--- src/rtl/fetch_stage_pkg.sv ---
// Shared definitions for the instruction-fetch stage: FSM encoding,
// reset constants, hold-buffer entry layout and sequential-PC helper.
package fetch_stage_pkg;

  typedef enum logic [1:0] {
    IDLE = 2'd0,
    WAIT = 2'd1,
    KILL = 2'd2
  } fetch_state_e;

  localparam logic [31:0] RESET_PC_DEF  = 32'h8000_0000;
  localparam logic [31:0] NOP_INSTR_DEF = 32'h0000_0000;

  typedef struct packed {
    logic [31:0] instr;
    logic [31:0] pc;
  } fetch_entry_t;

  // Next sequential PC: bit 31 (kernel mode) is sticky, the low 31 bits wrap.
  function automatic logic [31:0] seq_pc(input logic [31:0] pc);
    logic [30:0] lo;
    lo = pc[30:0] + 31'd4;
    return {pc[31], lo};
  endfunction

endpackage

--- src/rtl/fetch_hold_buf.sv ---
// One-entry buffer that parks a fetched {instr, pc} while ID is stalled.
module fetch_hold_buf
  import fetch_stage_pkg::*;
(
  input  logic         clk,
  input  logic         reset,
  input  logic         load_i,
  input  logic         clear_i,
  input  fetch_entry_t entry_i,
  output fetch_entry_t entry_o,
  output logic         valid_o
);

  fetch_entry_t entry_q;
  logic         valid_q;

  // Clear wins over load: a redirect must never leave a stale entry behind.
  always_ff @(posedge clk or posedge reset) begin
    if (reset) begin
      entry_q <= '0;
      valid_q <= 1'b0;
    end else if (clear_i) begin
      valid_q <= 1'b0;
    end else if (load_i) begin
      entry_q <= entry_i;
      valid_q <= 1'b1;
    end
  end

  assign entry_o = entry_q;
  assign valid_o = valid_q;

endmodule

--- src/rtl/fetch_stage.sv ---
// IF stage: PC register, single-outstanding imem fetch FSM, hold buffer
// and IF/ID pipeline register.
//
// state | meaning
// IDLE  | nothing outstanding; may issue a fetch at PC
// WAIT  | one fetch in flight for address PC; response is delivered
// KILL  | one fetch in flight that was squashed by a redirect; drop its response
module fetch_stage
  import fetch_stage_pkg::*;
#(
  parameter logic [31:0] RESET_PC  = RESET_PC_DEF,
  parameter logic [31:0] NOP_INSTR = NOP_INSTR_DEF
) (
  input  logic        clk,
  input  logic        reset,
  output logic [31:0] PC,
  input  logic [31:0] PC_next,
  input  logic        IFIDFlush,
  input  logic        trap,
  input  logic        stall,
  output logic        imem_req,
  output logic [31:0] imem_addr,
  input  logic        imem_ready,
  input  logic        imem_rvalid,
  input  logic [31:0] imem_rdata,
  output logic [31:0] IFID_Instruction,
  output logic [31:0] IFID_PC_plus_4,
  output logic        IFID_valid
);

  fetch_state_e state_q;
  logic [31:0]  pc_q, pc_d;
  logic [31:0]  ifid_instr_q, ifid_instr_d;
  logic [31:0]  ifid_pc4_q, ifid_pc4_d;
  logic         ifid_valid_q, ifid_valid_d;

  logic         redirect;
  logic         deliver;
  logic         issue;
  logic         hold_valid;
  logic         hold_load;
  logic         hold_clear;
  fetch_entry_t hold_entry;
  fetch_entry_t resp_entry;

  // Trap overrides a load-use stall; a plain flush waits for the stall to clear.
  assign redirect = trap | (IFIDFlush & ~stall);
  assign deliver  = (state_q == WAIT) & imem_rvalid & ~redirect;
  assign issue    = imem_req & imem_ready;

  assign resp_entry = '{instr: imem_rdata, pc: pc_q};
  assign hold_load  = deliver & stall;
  assign hold_clear = redirect | (~stall & hold_valid);

  fetch_hold_buf u_hold (
    .clk     (clk),
    .reset   (reset),
    .load_i  (hold_load),
    .clear_i (hold_clear),
    .entry_i (resp_entry),
    .entry_o (hold_entry),
    .valid_o (hold_valid)
  );

  // Request issue: from IDLE at PC, or back-to-back at seq(PC) as a response lands.
  always_comb begin
    imem_req  = 1'b0;
    imem_addr = pc_q;
    case (state_q)
      IDLE: imem_req = ~redirect & ~stall & ~hold_valid;
      WAIT: begin
        imem_addr = seq_pc(pc_q);
        imem_req  = imem_rvalid & ~redirect & ~stall & ~hold_valid;
      end
      default: imem_req = 1'b0;
    endcase
  end

  // Fetch FSM: at most one request outstanding; redirects squash it via KILL.
  always_ff @(posedge clk or posedge reset) begin
    if (reset) begin
      state_q <= IDLE;
    end else begin
      case (state_q)
        IDLE: if (issue) state_q <= WAIT;
        WAIT: begin
          if (imem_rvalid)   state_q <= issue ? WAIT : IDLE;
          else if (redirect) state_q <= KILL;
        end
        KILL: if (imem_rvalid) state_q <= IDLE;
        default: state_q <= IDLE;
      endcase
    end
  end

  // PC advances only when its own fetch is delivered (to IF/ID or the hold buffer).
  always_comb begin
    pc_d = pc_q;
    if (redirect)     pc_d = PC_next;
    else if (deliver) pc_d = seq_pc(pc_q);
  end

  // IF/ID next value: redirect bubbles, stall holds, hold buffer drains before new data.
  always_comb begin
    ifid_instr_d = ifid_instr_q;
    ifid_pc4_d   = ifid_pc4_q;
    ifid_valid_d = ifid_valid_q;
    if (redirect) begin
      ifid_instr_d = NOP_INSTR;
      ifid_valid_d = 1'b0;
    end else if (!stall) begin
      if (hold_valid) begin
        ifid_instr_d = hold_entry.instr;
        ifid_pc4_d   = seq_pc(hold_entry.pc);
        ifid_valid_d = 1'b1;
      end else if (deliver) begin
        ifid_instr_d = imem_rdata;
        ifid_pc4_d   = seq_pc(pc_q);
        ifid_valid_d = 1'b1;
      end else begin
        ifid_instr_d = NOP_INSTR;
        ifid_valid_d = 1'b0;
      end
    end
  end

  // PC and IF/ID registers.
  always_ff @(posedge clk or posedge reset) begin
    if (reset) begin
      pc_q         <= RESET_PC;
      ifid_instr_q <= NOP_INSTR;
      ifid_pc4_q   <= 32'h0;
      ifid_valid_q <= 1'b0;
    end else begin
      pc_q         <= pc_d;
      ifid_instr_q <= ifid_instr_d;
      ifid_pc4_q   <= ifid_pc4_d;
      ifid_valid_q <= ifid_valid_d;
    end
  end

  assign PC               = pc_q;
  assign IFID_Instruction = ifid_instr_q;
  assign IFID_PC_plus_4   = ifid_pc4_q;
  assign IFID_valid       = ifid_valid_q;

endmodule

--- config.mk ---
export PLATFORM = sky130hd
export DESIGN_NAME = fetch_stage
export DESIGN_NICKNAME = d
export VERILOG_FILES = /design/src/rtl/fetch_stage_pkg.sv /design/src/rtl/fetch_hold_buf.sv /design/src/rtl/fetch_stage.sv
export SDC_FILE = /design/constraint.sdc
export NUM_CORES = 1
export LEC_CHECK = 0
export CORE_MARGIN = 5
export CORE_UTILIZATION = 33
export CTS_CLUSTER_DIAMETER = 200
export CTS_CLUSTER_SIZE = 10
export DETAILED_ROUTE_END_ITERATION = 12
export PLACE_DENSITY_LB_ADDON = 0.3
export SLEW_MARGIN = 5
export SYNTH_ARGS = -nofsm -noshare
export SYNTH_HDL_FRONTEND = slang
export SYNTH_SLANG_ARGS = --single-unit
--- constraint.sdc ---
create_clock -name clk -period 6.2 [get_ports clk]
set_input_delay 1.24 -clock clk [delete_from_list [all_inputs] [get_ports clk]]
set_output_delay 1.24 -clock clk [all_outputs]
set_load 0.05 [all_outputs]
==> flow_summary.yaml <==
status:
  status: "finished clean"
clock_tree:
  cts_sinks: 164
  cts-root-buf: "clkbuf_16"
  postCtsSetupBuffers: 0
  htree_num_levels: 4
  cts_buffers: 17
  clock_latency_ns: 0.43
  path_clk_slew_ns: 0.07
  cts_buffer_depth: 2
  cts_resized: 0
  postCtsHoldBufs: 0
  cts_tree: "built"
synthesis:
  synth_edf_count: 0
  synthArstFlopShare_pct: 100.0
  ys_warn_count: 0
  synthFlopType: "dfrtp_1"
  synth_cells: 883
  ys_types: 48
  syn-cell-area_um2: 8607
  ys_seq_elements: 164
  yosys.area.top_type_share_pct: 47.39
  ys_seq_area_share_pct: 47.70
  netlist_top_cells_area: "dfrtp_1, mux2_2, xor2_1"
  syn_nets: 956
  synth.avg_cell_area_um2: 9.747
  synth_top_cell_by_area: "dfrtp_1"
finish:
  fin_area_um2: 11440
  syn2layout_area_growth_pct: 32.88
  fin_nets: 1115
  drive_above_1_share_pct: 11.94
  diodes: 0
setup_path:
  start_kind: "primary input"
  crit_top_cell: "clkdlybuf4s50_1"
  cp-startpoint: "IFIDFlush"
  crit_chain: "clkdlybuf4s50_1, or3_1, buf_4, nor4b_1, clkdlybuf4s50_1"
  critPathKind: "primary input to output port"
  critPathMaxStageDelay_ns: 0.87
  crit_fanout: 36
  r2r-start: "state_q[0]"
  slowest_stage: "clkdlybuf4s50_1"
  worstSetupEndpoint: "imem_req"
  r2r-end: "PC[17]"
  r2r_cells: 5
  required_ns: 4.96
  worst-r2r-setup-slack_ns: 3.09
  cp.arrival_ns: 3.56
  endpoint_kind: "output port"
timing:
  timing.slew.headroom_pct: 21.85
  slew_violations: 0
  finalCritPeriodShare_pct: 77.36
  max_slew.worst_pin.slew_ns: 1.170
  clock_skew_ns: 0.01251
  rsz0062_at_grt: "false"
  setup_viol: 0
  period_needed_ns: 4.796
  tns_ns: 0
  fmax_mhz: 208.5
  finalHoldViolations: 0
pwr:
  clock_power_share_pct: 33.0
  p_leak_nw: 4.690
  p_sw_mw: 1.117
  p_seq_share_pct: 42.2
  combinationalPowerShare_pct: 24.8
  switching_share_pct: 35.44
  power_density_nw_per_um2: 275.6
  vdd_drop_max_mv: 0.1224
  internal_power_mw: 2.035
floorplanning:
  ioPinCount: 201
  die_area_um2: 29410
  core_area_um2: 25840
  fp.dieW_um: 171.5
  die_h_um: 171.5
  rows: 59
  initial_utilization_pct: 33.31
placement:
  place.gp.congestion: 0.7773
  port_buffers: 200
  placed_area_um2: 10870
  dp.final_hpwl_mm: 17.36
grt:
  antenna_found_initial: 1
  grt_overflow_total: 0
  grt.total_usage_pct: 17.20
  grt_pass1_wl_mm: 39.93
  grt_pass1_vias: 7248
  grt_max_degree: 95
route:
  ant_nets: 0
  via_count: 6978
  first_pass_iters: 4
  route.detailed.drc: 0
  wl_per_cell_um: 17.80
  drtIter0Drc: 427
  drt-total-wl_mm: 24.74
  vias_per_cell: 5.020
run:
  max-cap-violations: 0
min_path:
  min_path_type: "flip-flop to flip-flop"
==> per-stage QoR <==
stage	total power, mW	utilization [%]	hold slack (ns)	setup WS, ns	std cells
after floorplan	1.841	-	0.4657	0.5283	883
after global placement	2.128	42.07	0.4601	1.399	1358
after detailed placement	2.139	42.07	0.4640	1.388	1358
after CTS	3.193	44.27	0.4815	1.384	1390
after global routing	3.308	44.27	0.5156	1.106	1390
final	3.152	44.27	0.4777	1.404	1390
==> how the worst min path moves through the flow <==
| stage | start | endpoint | slack (ns) | depth (start not counted) |
|---|---|---|---|---|
| after floorplan | state_q[1] | state_q[0] | 0.47 | 1 |
| after global placement | IFID_Instruction[29] | IFID_Instruction[29] | 0.46 | 2 |
| after detailed placement | IFID_valid | IFID_valid | 0.46 | 2 |
| after CTS | IFID_valid | IFID_valid | 0.48 | 2 |
| after global routing | IFID_Instruction[30] | IFID_Instruction[30] | 0.52 | 2 |
| final | IFID_Instruction[29] | IFID_Instruction[29] | 0.48 | 2 |
==> sequential cells by signal (all words and copies together) (netlist names) <==
signal and flops:
state_q 2, IFID_valid 1, PC 32, IFID_Instruction 32, u_hold.valid_o 1, u_hold.entry_o 64, IFID_PC_plus_4 32
==> placed cells by master (no fill, tap or decap), drive strengths merged, types with 17 or more instances in the layout <==
cell and count:
nor3 17, o21ai 58, clkbuf 18, mux2i 18
xnor2 42, xor2 56, a22oi 32, nand2 105
inv 24, nand4 24, a21oi 33, mux2 64
nor2 69, dfrtp 163, nand3 38, clkdlybuf4s50 200
==> critical path, delay by kind of cell <==
kind | cells | cell delay, ns
buffers and inverters | 3 | 1.60
AND/OR/NAND/NOR | 2 | 0.71
==> cell usage after synthesis (all sizes together) (3+ instances only) <==
library cell,number
mux2,64
inv,14
clkbuf,42
o221ai,5
a21oi,33
nand4,24
and3,13
o211ai,6
xnor2,42
mux2i,18
or3,3
nor2,69
nand2,105
a22oi,32
nand3,38
or4,3
buf,31
nor4,13
dfrtp,163
and2,4
nor3,17
and4,4
xor2,56
o21ai,58
a31oi,5
==> kinds of logic (layout without fill, tap and decap cells) <==
group                    Yosys count  after routing  share of synthesized area [%]
AND/OR/NAND/NOR                  302            302                          17.07
flip-flops                       164            164                          47.70
AO/OA/AOI/OAI                    147            147                          10.28
XOR/XNOR                          98             98                          9.972
buffers and inverters             88            260                          4.230
multiplexers                      82             82                          10.47
adder cells (fa/ha/maj)            2              2                         0.2907
==> metal layers <==
layer / GRT usage [%] / up-vias / wire, um
met5: 0 / - / 13
met4: 4.891 / 2 / 399
met3: 4.160 / 22 / 1551
met2: 27.16 / 193 / 11200
met1: 23.67 / 3364 / 11570
li1: - / 3397 / -
==> power by group through the flow <==
stage | Sequential (mW) | Clock (mW) | Combinational, mW
finish | 1.33 | 1.04 | 0.782
CTS | 1.33 | 1.07 | 0.794
global placement | 1.34 | 0 | 0.786
detailed placement | 1.35 | 0 | 0.789
global route | 1.35 | 1.12 | 0.838
floorplan | 1.48 | 0 | 0.360
==> cell type report <==
class	count	area (um2)
fillers	2523	14400
inverters	15	61.31
clock inverters	14	138.9
repair buffers	213	2100
flip-flops and latches	164	4106
multi-input cells	631	4183
clock buffers	18	429.2
well taps	335	419.2
No activity file was read; power rests on OpenSTA's default activity.
